==> config.mk <==
export PLATFORM = sky130hd
export DESIGN_NAME = comma_aligner
export DESIGN_NICKNAME = d
export VERILOG_FILES = /design/src/rtl/comma_aligner_pkg.sv /design/src/rtl/comma_aligner.sv
export SDC_FILE = /design/constraint.sdc
export NUM_CORES = 1
export LEC_CHECK = 0
export BUFFER_PORTS_ARGS = -buffer_cell sky130_fd_sc_hd__clkbuf_2
export CORE_MARGIN = 2
export CORE_UTILIZATION = 63
export CTS_CLUSTER_DIAMETER = 120
export DETAILED_ROUTE_END_ITERATION = 8
export PLACE_DENSITY = 0.84
export RECOVER_POWER = 50
export REMOVE_ABC_BUFFERS = 1
export SETUP_SLACK_MARGIN = 0.4
export SYNTH_ARGS = -nofsm -noshare
export SYNTH_HDL_FRONTEND = slang
export SYNTH_SLANG_ARGS = --single-unit
==> constraint.sdc <==
create_clock -name clk -period 3.6 [get_ports clk]
set_input_delay 0 -clock clk [delete_from_list [all_inputs] [get_ports clk]]
set_output_delay 0 -clock clk [all_outputs]
set_load 0.02 [all_outputs]
==> src/rtl/comma_aligner_pkg.sv <==
// Shared definitions for the comma aligner and the downstream 8b/10b decoder:
// K28.5 code points, aligner FSM states and the symbol bit order.
package comma_aligner_pkg;

    // Symbol bit order: bit 0 = a (first bit on the line), bits 5:0 = abcdei,
    // bits 9:6 = fghj with bit 6 = f.
    localparam int SYM_W          = 10;
    localparam int SYM_A_BIT      = 0;
    localparam int SYM_ABCDEI_LSB = 0;
    localparam int SYM_ABCDEI_MSB = 5;
    localparam int SYM_FGHJ_LSB   = 6;
    localparam int SYM_FGHJ_MSB   = 9;

    // K28.5 in the bit order above, both running disparities.
    localparam logic [9:0] K28_5_NEG = 10'h17C;
    localparam logic [9:0] K28_5_POS = 10'h283;

    typedef enum logic [1:0] {
        ST_HUNT   = 2'd0,
        ST_VERIFY = 2'd1,
        ST_LOCKED = 2'd2
    } state_t;

    // True when sym is either disparity of the comma character.
    function automatic logic is_k28_5(input logic [9:0] sym,
                                      input logic [9:0] neg,
                                      input logic [9:0] pos);
        return (sym == neg) || (sym == pos);
    endfunction

endpackage

==> src/rtl/comma_aligner.sv <==
// Serial-to-symbol aligner: shifts recovered bits into a 10-bit window,
// locks the symbol boundary onto K28.5 commas and emits aligned symbols.
module comma_aligner #(
    parameter int         COMMA_TIMEOUT = 64,
    parameter logic [9:0] K28_5_NEG     = comma_aligner_pkg::K28_5_NEG,
    parameter logic [9:0] K28_5_POS     = comma_aligner_pkg::K28_5_POS
) (
    input  logic       clk,
    input  logic       reset,
    input  logic       bit_in,
    input  logic       bit_valid,
    output logic [9:0] sym_out,
    output logic       sym_valid,
    output logic       sym_is_comma,
    output logic       locked,
    output logic       align_err
);
    import comma_aligner_pkg::*;

    localparam int TMO_W = $clog2(COMMA_TIMEOUT + 1);
    localparam logic [TMO_W-1:0] TMO_LAST = TMO_W'(COMMA_TIMEOUT - 1);

    state_t           r_state;
    state_t           w_state_next;
    logic [9:0]       r_win;
    logic [9:0]       w_win_next;
    logic [3:0]       r_bit_cnt;
    logic [3:0]       w_bit_cnt_next;
    logic [TMO_W-1:0] r_tmo_cnt;
    logic [TMO_W-1:0] w_tmo_next;
    logic             w_comma_hit;
    logic             w_boundary;
    logic             w_emit;
    logic             w_emit_comma;
    logic             w_align_err;

    logic [9:0]       r_sym_out;
    logic             r_sym_valid;
    logic             r_sym_is_comma;
    logic             r_locked;
    logic             r_align_err;

    // New bits enter at the top so the oldest bit (a) ends up in bit 0.
    assign w_win_next  = {bit_in, r_win[9:1]};
    // Compare the window including the current bit: no added latency.
    assign w_comma_hit = bit_valid && is_k28_5(w_win_next, K28_5_NEG, K28_5_POS);
    assign w_boundary  = bit_valid && (r_bit_cnt == 4'd9);

    // State register: window, bit counter, timeout counter and FSM state.
    always_ff @(posedge clk) begin
        if (reset) begin
            r_state   <= ST_HUNT;
            r_win     <= 10'd0;
            r_bit_cnt <= 4'd0;
            r_tmo_cnt <= '0;
        end else begin
            r_state   <= w_state_next;
            r_bit_cnt <= w_bit_cnt_next;
            r_tmo_cnt <= w_tmo_next;
            if (bit_valid) begin
                r_win <= w_win_next;
            end else begin
                r_win <= r_win;
            end
        end
    end

    // Next-state logic: comma handling takes priority over the lock timeout.
    always_comb begin
        w_state_next   = r_state;
        w_tmo_next     = r_tmo_cnt;
        w_bit_cnt_next = r_bit_cnt;
        if (bit_valid) begin
            if (r_bit_cnt == 4'd9) begin
                w_bit_cnt_next = 4'd0;
            end else begin
                w_bit_cnt_next = r_bit_cnt + 4'd1;
            end
        end else begin
            w_bit_cnt_next = r_bit_cnt;
        end
        case (r_state)
            ST_HUNT: begin
                if (w_comma_hit) begin
                    w_bit_cnt_next = 4'd0;
                    w_tmo_next     = '0;
                    w_state_next   = ST_VERIFY;
                end else begin
                    w_state_next   = ST_HUNT;
                end
            end
            ST_VERIFY, ST_LOCKED: begin
                if (w_comma_hit && w_boundary) begin
                    w_tmo_next     = '0;
                    w_state_next   = ST_LOCKED;
                end else if (w_comma_hit) begin
                    // Comma off the current boundary: realign on it.
                    w_bit_cnt_next = 4'd0;
                    w_tmo_next     = '0;
                    w_state_next   = ST_VERIFY;
                end else if (w_boundary) begin
                    if (r_tmo_cnt == TMO_LAST) begin
                        w_tmo_next   = '0;
                        w_state_next = ST_HUNT;
                    end else begin
                        w_tmo_next   = r_tmo_cnt + TMO_W'(1);
                    end
                end else begin
                    w_state_next = r_state;
                end
            end
            default: begin
                w_state_next   = ST_HUNT;
                w_bit_cnt_next = 4'd0;
                w_tmo_next     = '0;
            end
        endcase
    end

    // Output decode: what gets emitted this bit and whether it is a misaligned comma.
    always_comb begin
        w_emit       = 1'b0;
        w_emit_comma = 1'b0;
        w_align_err  = 1'b0;
        case (r_state)
            ST_HUNT: begin
                w_emit       = w_comma_hit;
                w_emit_comma = w_comma_hit;
            end
            ST_VERIFY, ST_LOCKED: begin
                w_emit       = w_comma_hit || w_boundary;
                w_emit_comma = w_comma_hit;
                w_align_err  = w_comma_hit && !w_boundary;
            end
            default: begin
                w_emit       = 1'b0;
                w_emit_comma = 1'b0;
                w_align_err  = 1'b0;
            end
        endcase
    end

    // Output register: strobes last one cycle, sym_out holds between strobes.
    always_ff @(posedge clk) begin
        if (reset) begin
            r_sym_out      <= 10'd0;
            r_sym_valid    <= 1'b0;
            r_sym_is_comma <= 1'b0;
            r_locked       <= 1'b0;
            r_align_err    <= 1'b0;
        end else begin
            r_sym_valid    <= w_emit;
            r_sym_is_comma <= w_emit_comma;
            r_align_err    <= w_align_err;
            r_locked       <= (r_state == ST_LOCKED);
            if (w_emit) begin
                r_sym_out <= w_win_next;
            end else begin
                r_sym_out <= r_sym_out;
            end
        end
    end

    assign sym_out      = r_sym_out;
    assign sym_valid    = r_sym_valid;
    assign sym_is_comma = r_sym_is_comma;
    assign locked       = r_locked;
    assign align_err    = r_align_err;

endmodule

; Word-level counts from Yosys, hierarchy flattened
; Index checks and enable logic that the tools add are counted.
[op_classes]
n_addsub = 2
n_mul = 0
div_mod_pow = 0
n_lt_le_gt_ge = 0
n_eq_ne = 9
shift = 0
muxes = 18
n_bitwise = 2
reduce_logical = 14
[op_table]
columns = operator, n
row1 = $mux 7, 5
row2 = $mux 4, 4
row3 = $pmux 7 s2, 1
row4 = $eq 10x10->1 const B, 1
row5 = $eq 10x9->1 const B, 1
row6 = $mux 2, 4
row7 = $ne 4x4->1 const B, 2
row8 = $pmux 4 s2, 1
row9 = $add 7x1->7 const B, 1
row10 = $eq 7x6->1 const B, 1
row11 = $reduce_or 2->1, 3
row12 = $add 4x1->4 const B, 1
row13 = $eq 4x4->1 const B, 1
row14 = $logic_and 1x1->1, 4
row15 = $pmux 2 s2, 1
row16 = $reduce_and 2->1, 2
row17 = $reduce_or 3->1, 1
row18 = $eq 2x1->1 const B, 1
row19 = $eq 2x2->1 const B, 1
row20 = $logic_not 2->1, 1
row21 = $logic_or 1x1->1, 2
row22 = $ne 2x2->1 const B, 1
row23 = $not 1->1, 2
row24 = $pmux 1 s2, 1
row25 = other kinds (2), 2
[totals]
ff_bits = 37
latchBits = 0
mem_bits_rw = 0
romBits = 0
in_bits = 4
out_inout_bits = 14
word_cells = 54
memories = 0

; Logic depth before layout (Yosys ltp)
; Gate-level depths: netlist (run 1).
[logic_depth]
ltp_word = 6
mapped_depth = 9
depth_no_buf = 7

; Worst setup path after synthesis (run 1)
; OpenSTA, ideal clock, no wires.
[synth_path]
path_type = register -> register
from = register r_state[0]
to = register r_sym_out[7], in the netlist sym_out[7]
setup_ns = 0.133
t_arrival_ns = 1.643
required_time_ns = 3.467
path_slack_ns = 1.823
stages_incl_launch_ff = 9
n_path_buf = 1
synth_period_minus_slack_ns = 1.777
path_cell_list = dfxtp_1 > inv_1 > ha_1 > o21ai_0 > nor4_1 > nor2_1 > buf_6 > mux2i_1 > o221ai_1
[synth_via]
elab_chain_len = 3
elab_cells_between_ends = 5
cone_classes = eq/ne: 2 / mux: 1 / reduce/logical: 2
[synth_rtl]
columns = element, line
row1 = from (decl), comma_aligner.sv:23  ; state_t r_state;
row2 = from (signal assigned), comma_aligner.sv:57  ; r_state <= w_state_next;
row3 = $eq 2x2->1 or $eq 2x1->1 (tied branches), comma_aligner.sv:125  ; case (r_state)
row4 = $reduce_or 2->1, comma_aligner.sv:125
row5 = $pmux 1 s2 (*), comma_aligner.sv:125
row6 = to (signal assigned), comma_aligner.sv:157  ; r_sym_out <= w_win_next;
row7 = to (signal assigned), comma_aligner.sv:159  ; r_sym_out <= r_sym_out;
row8 = to (decl), comma_aligner.sv:37  ; logic [9:0] r_sym_out;
; Every way passes the cells marked *; elsewhere a longest branch is shown, timed or not.
; A chain may end at the register's enable or synchronous reset.

; Worst setup path in the final report (run 1)
; Ends and elaborated chain as after synthesis.

==> results of run 1 <==
==> registers in the layout, indices dropped and copies added (netlist names) <==
name          count
sym_out          10
r_bit_cnt         4
r_tmo_cnt         7
r_win             9
sym_valid         1
r_state           2
align_err         1
sym_is_comma      1
locked            1
==> timing repair <==
item	CTS	global route
setup buffers	0	0
hold endpoints to repair	1	0
hold buffers	1	0
==> cell type report <==
type,count,area [µm²]
Multi-Input combinational cell,163,1160
Fill cell,274,953
Sequential cell,36,721
Timing Repair Buffer,19,85.1
Clock buffer,8,58.8
Tap cell,44,55.1
Inverter,6,22.5
==> kinds of logic (layout without fill, tap and decap cells) <==
logic type,Yosys count,after routing
xor+xnor,1,1
buf+inv,19,33
flops,36,36
compound gates,35,35
fa+ha+maj,6,6
simple gates,102,102
mux,19,19
==> cell usage in the layout (no fill, tap or decap), drive strengths merged, types with 2 or more instances in the layout <==
cell	netlist	layout
a2111oi	2	2
a21oi	8	8
and3	3	3
clkbuf	5	25
dfxtp	36	36
ha	6	6
inv	6	6
mux2i	19	19
nand2	29	29
nand2b	2	2
nand3b	2	2
nand4	4	4
nand4bb	4	4
nor2	19	19
nor2b	3	3
nor3	8	8
nor3b	17	17
nor4	2	2
o211ai	8	8
o21ai	6	6
o221ai	3	3
o311a	2	2
or3b	3	3
==> final timing paths <==
check	cells after the start	start	slack, ps	end
setup reg to reg	8	r_state[0]	1190	sym_out[7]
hold reg to reg	2	r_tmo_cnt[6]	460	r_tmo_cnt[6]
hold / removal	3	bit_valid	240	r_bit_cnt[0]
setup / recovery	8	r_state[0]	1190	sym_out[7]
==> metal layers <==
metal | share of wire (%) | vias to the layer above | GRT usage (%)
li1 | - | 816 | -
met1 | 49 | 771 | 26.7
met2 | 47 | 18 | 38.2
met3 | 3.0 | 6 | 7.89
met4 | 1.5 | 0 | 9.63
met5 | 0 | - | 0
==> report_power, final <==
part,internal (mW),leakage (nW),switching (mW)
registers,0.401,0.291,0.00400
clock network,0.0963,0.0326,0.129
logic,0.0126,0.473,0.0195
total,0.510,0.796,0.153
==> worst min-delay path: stages <==
cell,delay [ps]
sky130_fd_sc_hd__clkbuf_2,300
sky130_fd_sc_hd__nand3b_1,190
sky130_fd_sc_hd__a21boi_1,50
==> flow_metrics.py, run 1 <==
metrics = {
    "power_and_ir_drop": {
        "power_leakage_nw": 0.796,
        "worst_ir_drop_vdd_mv": 0.261,
        "power_density_nw_per_um2": 316,
        "final_total_pwr_mw": 0.663,
    },
    "timing": {
        "hold-worst-slack_ps": 242,
        "finalClockSkew_ps": 7.74,
        "timing.fmax_mhz": 416,
        "hold_viol": 0,
        "worst-slew-pin-transition_ps": 931,
        "layout_min_cycle_time_ps": 2410,
        "grt_setup_unrepaired": "false",
        "layout_setup_ws_ps": 1190,
        "setup_viol": 0,
        "slew_headroom_pct": 38.0,
        "layout_worst_path_cycle_share_pct": 66.8,
        "slew_violations": 0,
        "tns_ps": 0,
    },
    "floorplan": {
        "floorplan.io_pins": 18,
        "die-area_um2": 3670,
        "num_rows": 20,
        "start_util_pct": 66.0,
        "fp.coreArea_um2": 3050,
        "die_width_um": 60.5,
        "die_h_um": 60.5,
    },
    "route": {
        "detail_route.vias_per_cell": 5.84,
        "detail_route.wl_per_cell_um": 13.1,
        "num_vias": 1611,
        "ant_nets": 0,
        "drt-total-wl_um": 3600,
        "drt_drc_violations_left": 0,
        "detail_route.iter0.violations": 83,
        "first_pass_iters": 4,
    },
    "global_route": {
        "largest_net_degree_at_the_start_of_global_routing": 49,
        "grt_overflow": 0,
        "initial_antenna_violation_count": 0,
        "grt.total_usage_pct": 22.8,
        "via_count_of_the_first_global_routing_pass": 1458,
        "grt_first_pass_wirelength_um": 6180,
    },
    "synthesis": {
        "syn-cell-area_um2": 2010,
        "yosys-top-cells-area": "sky130_fd_sc_hd__dfxtp_1 (36%), sky130_fd_sc_hd__mux2i_1 (9.4%), sky130_fd_sc_hd__nand2_1 (5.2%), sky130_fd_sc_hd__nor3b_1 (5.2%), sky130_fd_sc_hd__ha_1 (3.7%)",
        "synth_largest_area_cell": "sky130_fd_sc_hd__dfxtp_1",
        "yosys.area_share.adder_pct": 3.73,
        "synthMostInstantiatedCell": "sky130_fd_sc_hd__dfxtp_1",
        "synth_compound_area_share_pct": 13.4,
        "postSynthRegisterBits": 36,
        "synth_enable_flop_cells": 0,
        "synth_cell_type_count": 48,
        "synth_top_area_share_pct": 35.8,
        "ys_async_sr_fraction_pct": 0,
        "synthCells": 218,
        "muxShareOfSynthArea_pct": 9.44,
        "synthSimpleGateAreaFrac_pct": 30.5,
        "synth_seq_area_share_pct": 35.8,
        "yosysWarnings": 0,
        "combinational_family_with_the_most_area_after_synthesis": "simple AND/OR/NAND/NOR gates",
        "dominantRegCellSynth": "sky130_fd_sc_hd__dfxtp_1",
        "yosys.area_share.xor_xnor_pct": 0.435,
        "syn-mean-instance-area_um2": 9.24,
        "synth.cells.most_frequent": "sky130_fd_sc_hd__dfxtp_1 (36), sky130_fd_sc_hd__nand2_1 (28), sky130_fd_sc_hd__mux2i_1 (19), sky130_fd_sc_hd__nor2_1 (19), sky130_fd_sc_hd__nor3b_1 (14)",
    },
    "cells_and_area": {
        "finish.instance_area_um2": 2100,
        "antenna_cells": 0,
        "finalCoreUtilization_pct": 68.8,
        "area_growth_syn_to_layout_pct": 4.22,
        "fin_nets": 241,
        "layout_cells_sized_above_1_pct": 11.2,
        "final-instance-count-excl-fill": 276,
    },
    "setup_path": {
        "cp_top_family": "simple AND/OR/NAND/NOR gates",
        "cp-end-kind": "flip-flop",
        "cp_slowest_stage_delay_ps": 450,
        "crit_arrival_ps": 2600,
        "setup.worst_path.start_class": "flip-flop",
        "critical_path_class": "reg -> reg",
        "timing.critical_path.fanout_max": 11,
        "crit_chain": "inv_1 -> ha_1 -> o21ai_0 -> nor4_1 -> nor2_1 -> buf_4 -> mux2i_1 -> o221ai_1",
        "required_ps": 3790,
        "critical_path.n_buffers_inverters": 2,
        "critical_path.slowest_cell": "sky130_fd_sc_hd__ha_1",
    },
    "cts": {
        "clkSlewWorstSetupHoldPaths_ps": 100,
        "clock_tree_root_buffer_cell": "sky130_fd_sc_hd__clkbuf_4",
        "cts-htree-levels": 2,
        "cts_resized": 0,
        "worst_skew_pair.late_latency_ps": 350,
        "cts.sinks": 36,
        "clock_tree.buffer_depth": 2,
        "clock_tree_from_tritoncts": "yes",
        "tritoncts.num_buffers": 5,
    },
    "place": {
        "numPortBuffers": 17,
        "hpwlAfterDp_um": 2440,
        "place_inst": 267,
        "placement.setup.worst_slack_ps": 1180,
        "finalWeightedCongestion": 0.756,
        "postPlaceCellArea_um2": 2050,
    },
    "outcome": {
        "status": "complete, no violations",
    },
    "hold_path": {
        "timing.hold.worst.class": "in -> reg",
    },
    "run": {
        "timing.max_cap.violations": 0,
    },
}
Power figures use the tool's default switching activity.
==> inputs of run 2 (changes only) <==
CORE_UTILIZATION = 59   (was 63)
PLACE_DENSITY = 0.79   (was 0.84)
clock period = 2.4 ns   (was 3.6 ns; I/O delays follow)
==> run 2 against run 1 <==
Critical path type unchanged. Via count is 1.4% higher. Critical endpoint is now sym_out[9]. Largest power group unchanged. Sequential power is 50% higher. Setup slack worse by 710 ps.
==> flow_metrics.py, run 2 (same netlist as run 1, synthesis figures left out) <==
metrics = {
    "floorplan": {
        "num_rows": 21,
        "die_width_um": 62.4,
        "die-area_um2": 3900,
        "die_h_um": 62.4,
        "floorplan.io_pins": 18,
        "fp.coreArea_um2": 3310,
        "start_util_pct": 60.8,
    },
    "cells_and_area": {
        "fin_nets": 247,
        "area_growth_syn_to_layout_pct": 8.57,
        "max_ffs_per_register": 10,
        "most_frequent_cells_in_the_layout": "sky130_fd_sc_hd__dfxtp_1 (36), sky130_fd_sc_hd__nand2_1 (28), sky130_fd_sc_hd__nor2_1 (19)",
        "layout_cells_sized_above_1_pct": 13.1,
        "leading_cell_type_in_the_layout_fill_and_taps_excluded": "sky130_fd_sc_hd__dfxtp_1",
        "final-instance-count-excl-fill": 283,
        "antenna_cells": 0,
    },
    "cts": {
        "cts-htree-levels": 2,
        "tritoncts.num_buffers": 5,
        "clock_tree_from_tritoncts": "yes",
        "worst_skew_pair.late_latency_ps": 340,
        "clock_tree_root_buffer_cell": "sky130_fd_sc_hd__clkbuf_4",
        "clkSlewWorstSetupHoldPaths_ps": 100,
        "cts.sinks": 36,
        "clock_tree.buffer_depth": 2,
    },
    "route": {
        "detail_route.vias_per_cell": 5.77,
        "num_vias": 1634,
        "ant_nets": 0,
        "drt-total-wl_um": 3940,
        "first_pass_iters": 4,
        "drt_drc_violations_left": 0,
        "detail_route.iter0.violations": 142,
        "detail_route.wl_per_cell_um": 13.9,
    },
    "global_route": {
        "grt.total_usage_pct": 21.1,
        "initial_antenna_violation_count": 0,
        "via_count_of_the_first_global_routing_pass": 1501,
        "grt_overflow": 0,
        "grt_first_pass_wirelength_um": 6600,
        "largest_net_degree_at_the_start_of_global_routing": 34,
    },
    "timing": {
        "finalClockSkew_ps": 7.96,
        "slew_headroom_pct": 6.31,
        "worst-slew-pin-transition_ps": 1410,
        "layout_min_cycle_time_ps": 1920,
        "timing.fmax_mhz": 521,
        "layout_worst_path_cycle_share_pct": 80.0,
        "hold-worst-slack_ps": 248,
        "slew_violations": 0,
        "hold_viol": 0,
        "tns_ps": 0,
        "grt_setup_unrepaired": "true",
        "setup_viol": 0,
    },
    "setup_path": {
        "cp-end-kind": "flip-flop",
        "rrSetupSlack_ps": 480,
        "setup.worst_path.start_class": "flip-flop",
        "r2r.worst_path.cells": 8,
        "critical_path_class": "reg -> reg",
        "reg2reg_to": "sym_out[9]",
        "required_ps": 2560,
        "timing.critical_path.fanout_max": 17,
        "regToRegStartpoint": "r_state[1]",
        "crit_arrival_ps": 2080,
    },
    "place": {
        "finalWeightedCongestion": 0.817,
        "hpwlAfterDp_um": 2550,
        "numPortBuffers": 17,
        "place_inst": 274,
    },
    "run": {
        "timing.max_cap.violations": 0,
    },
    "power_and_ir_drop": {
        "power_density_nw_per_um2": 467,
        "power_leakage_nw": 0.832,
        "final_total_pwr_mw": 1.02,
        "worst_ir_drop_vdd_mv": 0.385,
    },
    "hold_path": {
        "min_from": "bit_valid",
        "min_delay_worst_endpoint": "r_bit_cnt[0]",
        "timing.hold.worst.class": "in -> reg",
        "worstHoldPathCells": 3,
    },
    "outcome": {
        "status": "complete, no violations",
    },
}
==> run 2: report_power, final <==
| group | internal, mW | leakage (nW) | total [mW] | switching (mW) |
|---|---|---|---|---|
| combinational | 0.0197 | 0.504 | 0.0496 | 0.0298 |
| clock | 0.166 | 0.0374 | 0.364 | 0.197 |
| sequential | 0.602 | 0.291 | 0.608 | 0.00613 |
| total | 0.788 | 0.832 | 1.02 | 0.233 |
==> run 2: layout make-up <==
cell class / instances / area (µm²)
clock buffer: 7 / 65.1
fill: 280 / 1120
inverter: 6 / 22.5
multi-input combinational: 163 / 1170
sequential: 36 / 721
tap: 46 / 57.6
timing repair buffer: 25 / 153
==> run 2: stage by stage <==
stage | setup slack [ps] | utilization [%] | cell area, µm²
3_3_place_gp | 596 | 63.1 | 2090
6_report | 481 | 66.1 | 2190
2_1_floorplan | 121 | - | 1900
5_1_grt | 314 | 66.1 | 2190
4_1_cts | 469 | 65.3 | 2160
3_5_place_dp | 512 | 63.1 | 2090
==> run 2: what timing repair did <==
| action | 4_1_cts | 5_1_grt |
|---|---|---|
| endpoints found under the hold margin | 1 | 0 |
| setup buffers | 0 | 1 |
| resized for setup | 0 | 7 |
| setup endpoints to repair | 0 | 6 |
| hold buffers | 1 | 0 |
==> run 2: how the worst max path moves through the flow <==
| stage | cells after the start | slack (ps) | startpoint | to |
|---|---|---|---|---|
| after detailed placement | 8 | 510 | r_state[0] | sym_out[9] |
| after global routing | 8 | 310 | r_state[1] | sym_out[9] |
| after floorplan | 7 | 120 | r_state[0] | sym_out[0] |
| final | 8 | 480 | r_state[1] | sym_out[9] |
| after global placement | 7 | 600 | r_state[1] | r_bit_cnt[2] |
| after CTS | 8 | 470 | r_state[0] | sym_out[9] |
==> run 2: per-layer routing <==
| layer | track usage (%) | part of all wire [%] |
|---|---|---|
| met5 | 0 | 0 |
| met4 | 7.50 | 1.7 |
| met3 | 6.67 | 3.9 |
| met2 | 34.1 | 46 |
| met1 | 26.4 | 49 |
==> run 2: worst max-delay path, stage by stage, from the launching register on <==
cell and delay (ps):
sky130_fd_sc_hd__dfxtp_1 410, sky130_fd_sc_hd__inv_1 70, sky130_fd_sc_hd__ha_1 310, sky130_fd_sc_hd__buf_6 150, sky130_fd_sc_hd__and2_1 160, sky130_fd_sc_hd__buf_8 160
sky130_fd_sc_hd__nor3b_1 90, sky130_fd_sc_hd__mux2i_2 250, sky130_fd_sc_hd__o221ai_1 140
==> inputs of run 3 (changes only) <==
clock period = 1.9 ns   (was 2.4 ns; I/O delays follow)
==> run 3 against run 2 <==
Critical path depth unchanged. Register-to-register slack got worse by 390 ps. Largest power group unchanged. Critical path type unchanged. Clock power increased by 9.1%. Core utilization increased by 12 points. Global-route usage increased by 4.4 points. Highest routed layer unchanged. Combinational power increased by 85%. Clock skew increased by 4.7 ps. Cell count increased by 8.5%. Worst hold slack got worse by 63 ps. Total power increased by 23%. Sequential power increased by 25%. Die area unchanged.
==> flow_metrics.py, run 3 (same netlist as run 1, synthesis figures left out) <==
metrics = {
    "outcome": {
        "status": "complete, no violations",
    },
    "global_route": {
        "grt_first_pass_wirelength_um": 7960,
        "globalRouteMet3Util_pct": 4.86,
        "grt.total_usage_pct": 25.5,
        "grt.busiest_layer": "met2",
        "grtUsageMet2_pct": 45.6,
        "initial_antenna_violation_count": 0,
        "via_count_of_the_first_global_routing_pass": 1734,
        "grt.met1_usage_pct": 30.8,
        "largest_net_degree_at_the_start_of_global_routing": 27,
        "grt_overflow": 0,
    },
    "hold_path": {
        "min_from": "bit_valid",
        "timing.hold.worst.class": "in -> reg",
    },
    "route": {
        "ant_nets": 0,
        "drt-total-wl_um": 5630,
        "drt_drc_violations_left": 0,
        "detail_route.wl_per_cell_um": 18.3,
        "detail_route.iter0.violations": 180,
        "detail_route.vias_per_cell": 6.18,
        "first_pass_iters": 6,
        "num_vias": 1897,
    },
    "cts": {
        "clkSlewWorstSetupHoldPaths_ps": 110,
        "clock_tree_root_buffer_cell": "sky130_fd_sc_hd__clkbuf_4",
        "cts.sinks": 36,
        "worst_skew_pair.late_latency_ps": 350,
        "clock_tree.buffer_depth": 2,
        "cts-htree-levels": 2,
        "tritoncts.num_buffers": 5,
        "clock_tree_from_tritoncts": "yes",
    },
    "cells_and_area": {
        "layout_cells_sized_above_1_pct": 32.6,
        "fin_nets": 271,
        "area_growth_syn_to_layout_pct": 28.5,
        "leading_cell_type_in_the_layout_fill_and_taps_excluded": "sky130_fd_sc_hd__nand2_1",
        "most_frequent_cells_in_the_layout": "sky130_fd_sc_hd__nand2_1 (27), sky130_fd_sc_hd__dfxtp_1 (25), sky130_fd_sc_hd__buf_4 (24)",
        "max_ffs_per_register": 10,
        "finish.instance_area_um2": 2590,
        "antenna_cells": 0,
        "finalCoreUtilization_pct": 78.2,
    },
    "timing": {
        "tns_ps": 0,
        "hold_viol": 0,
        "worst-slew-pin-transition_ps": 1220,
        "layout_min_cycle_time_ps": 1810,
        "timing.fmax_mhz": 553,
        "layout_setup_ws_ps": 91.4,
        "slew_violations": 0,
        "grt_setup_unrepaired": "true",
        "setup_viol": 0,
        "slew_headroom_pct": 18.7,
        "finalClockSkew_ps": 12.7,
        "layout_worst_path_cycle_share_pct": 95.2,
    },
    "setup_path": {
        "critical_path.slowest_cell": "sky130_fd_sc_hd__dfxtp_2",
        "cp-end-kind": "flip-flop",
        "regToRegStartpoint": "r_bit_cnt[1]",
        "required_ps": 2070,
        "crit_arrival_ps": 1980,
        "cp_slowest_stage_delay_ps": 340,
        "timing.critical_path.fanout_max": 17,
        "critical_path.n_buffers_inverters": 2,
        "cp_top_family": "simple AND/OR/NAND/NOR gates",
        "critical_path_class": "reg -> reg",
        "cp-startpoint": "r_bit_cnt[1]",
        "setup.worst_path.start_class": "flip-flop",
        "crit_chain": "inv_1 -> ha_1 -> and4b_4 -> and2_4 -> buf_12 -> nor3b_1 -> mux2i_1 -> o211ai_1",
    },
    "place": {
        "postPlaceCellArea_um2": 2170,
        "hpwlAfterDp_um": 2730,
        "placement.setup.worst_slack_ps": -20.2,
        "finalWeightedCongestion": 0.791,
        "numPortBuffers": 17,
    },
    "power_and_ir_drop": {
        "final_total_pwr_mw": 1.25,
        "worst_ir_drop_vdd_mv": 0.441,
        "power_density_nw_per_um2": 483,
        "power_leakage_nw": 0.997,
    },
    "floorplan": {
        "fp.coreArea_um2": 3310,
        "die_width_um": 62.4,
        "num_rows": 21,
        "die-area_um2": 3900,
        "start_util_pct": 60.8,
        "die_h_um": 62.4,
        "floorplan.io_pins": 18,
    },
    "run": {
        "timing.max_cap.violations": 0,
    },
}
[run 3: metrics by stage]
step / hold slack, ps / std cells
after floorplan: 64.6 / 205
after global placement: 293 / 281
after detailed placement: 304 / 281
after CTS: 144 / 301
after global routing: 196 / 307
final: 185 / 307
[run 3: tightest hold or removal path, delay by kind of cell]
family	cells	cell delay [ps]
buffers and inverters	2	300
AOI/OAI and AO/OA	1	150
and+or+nand+nor	1	40
[run 3: timing repair]
action                                  in CTS  in global routing
hold buffers                                 1                  0
buffers inserted                            12                  6
pin swaps                                    7                  3
hold endpoints to repair                     1                  0
endpoints found under the setup margin      24                 26
resized for setup                           24                 26
[run 3: worst paths after layout]
path | to | slack [ps] | depth (start not counted)
worst max-delay path | sym_out[8] | 90 | 8
worst min-delay path | align_err | 190 | 4
worst max register to register | sym_out[8] | 90 | 8
worst min register to register | r_tmo_cnt[6] | 470 | 2
[run 3: report_power, final]
part	total, mW	switching [mW]	internal (mW)
clock network	0.397	0.260	0.136
registers	0.763	0.00773	0.755
logic	0.0918	0.0526	0.0392
[run 3: area by class of cell]
class	instances	area (µm²)
clock buffers	6	41.3
repair buffers	49	348
clock inverters	1	5.00
well taps	46	57.6
inverters	6	22.5
multi-input cells	163	1370
fillers	209	722
flip-flops and latches	36	747
[run 3: routing by layer]
layer	share of wire, %	vias up
met1	41	914
met4	4.8	0
li1	-	877
met5	0	-
met3	5.5	29
met2	49	77
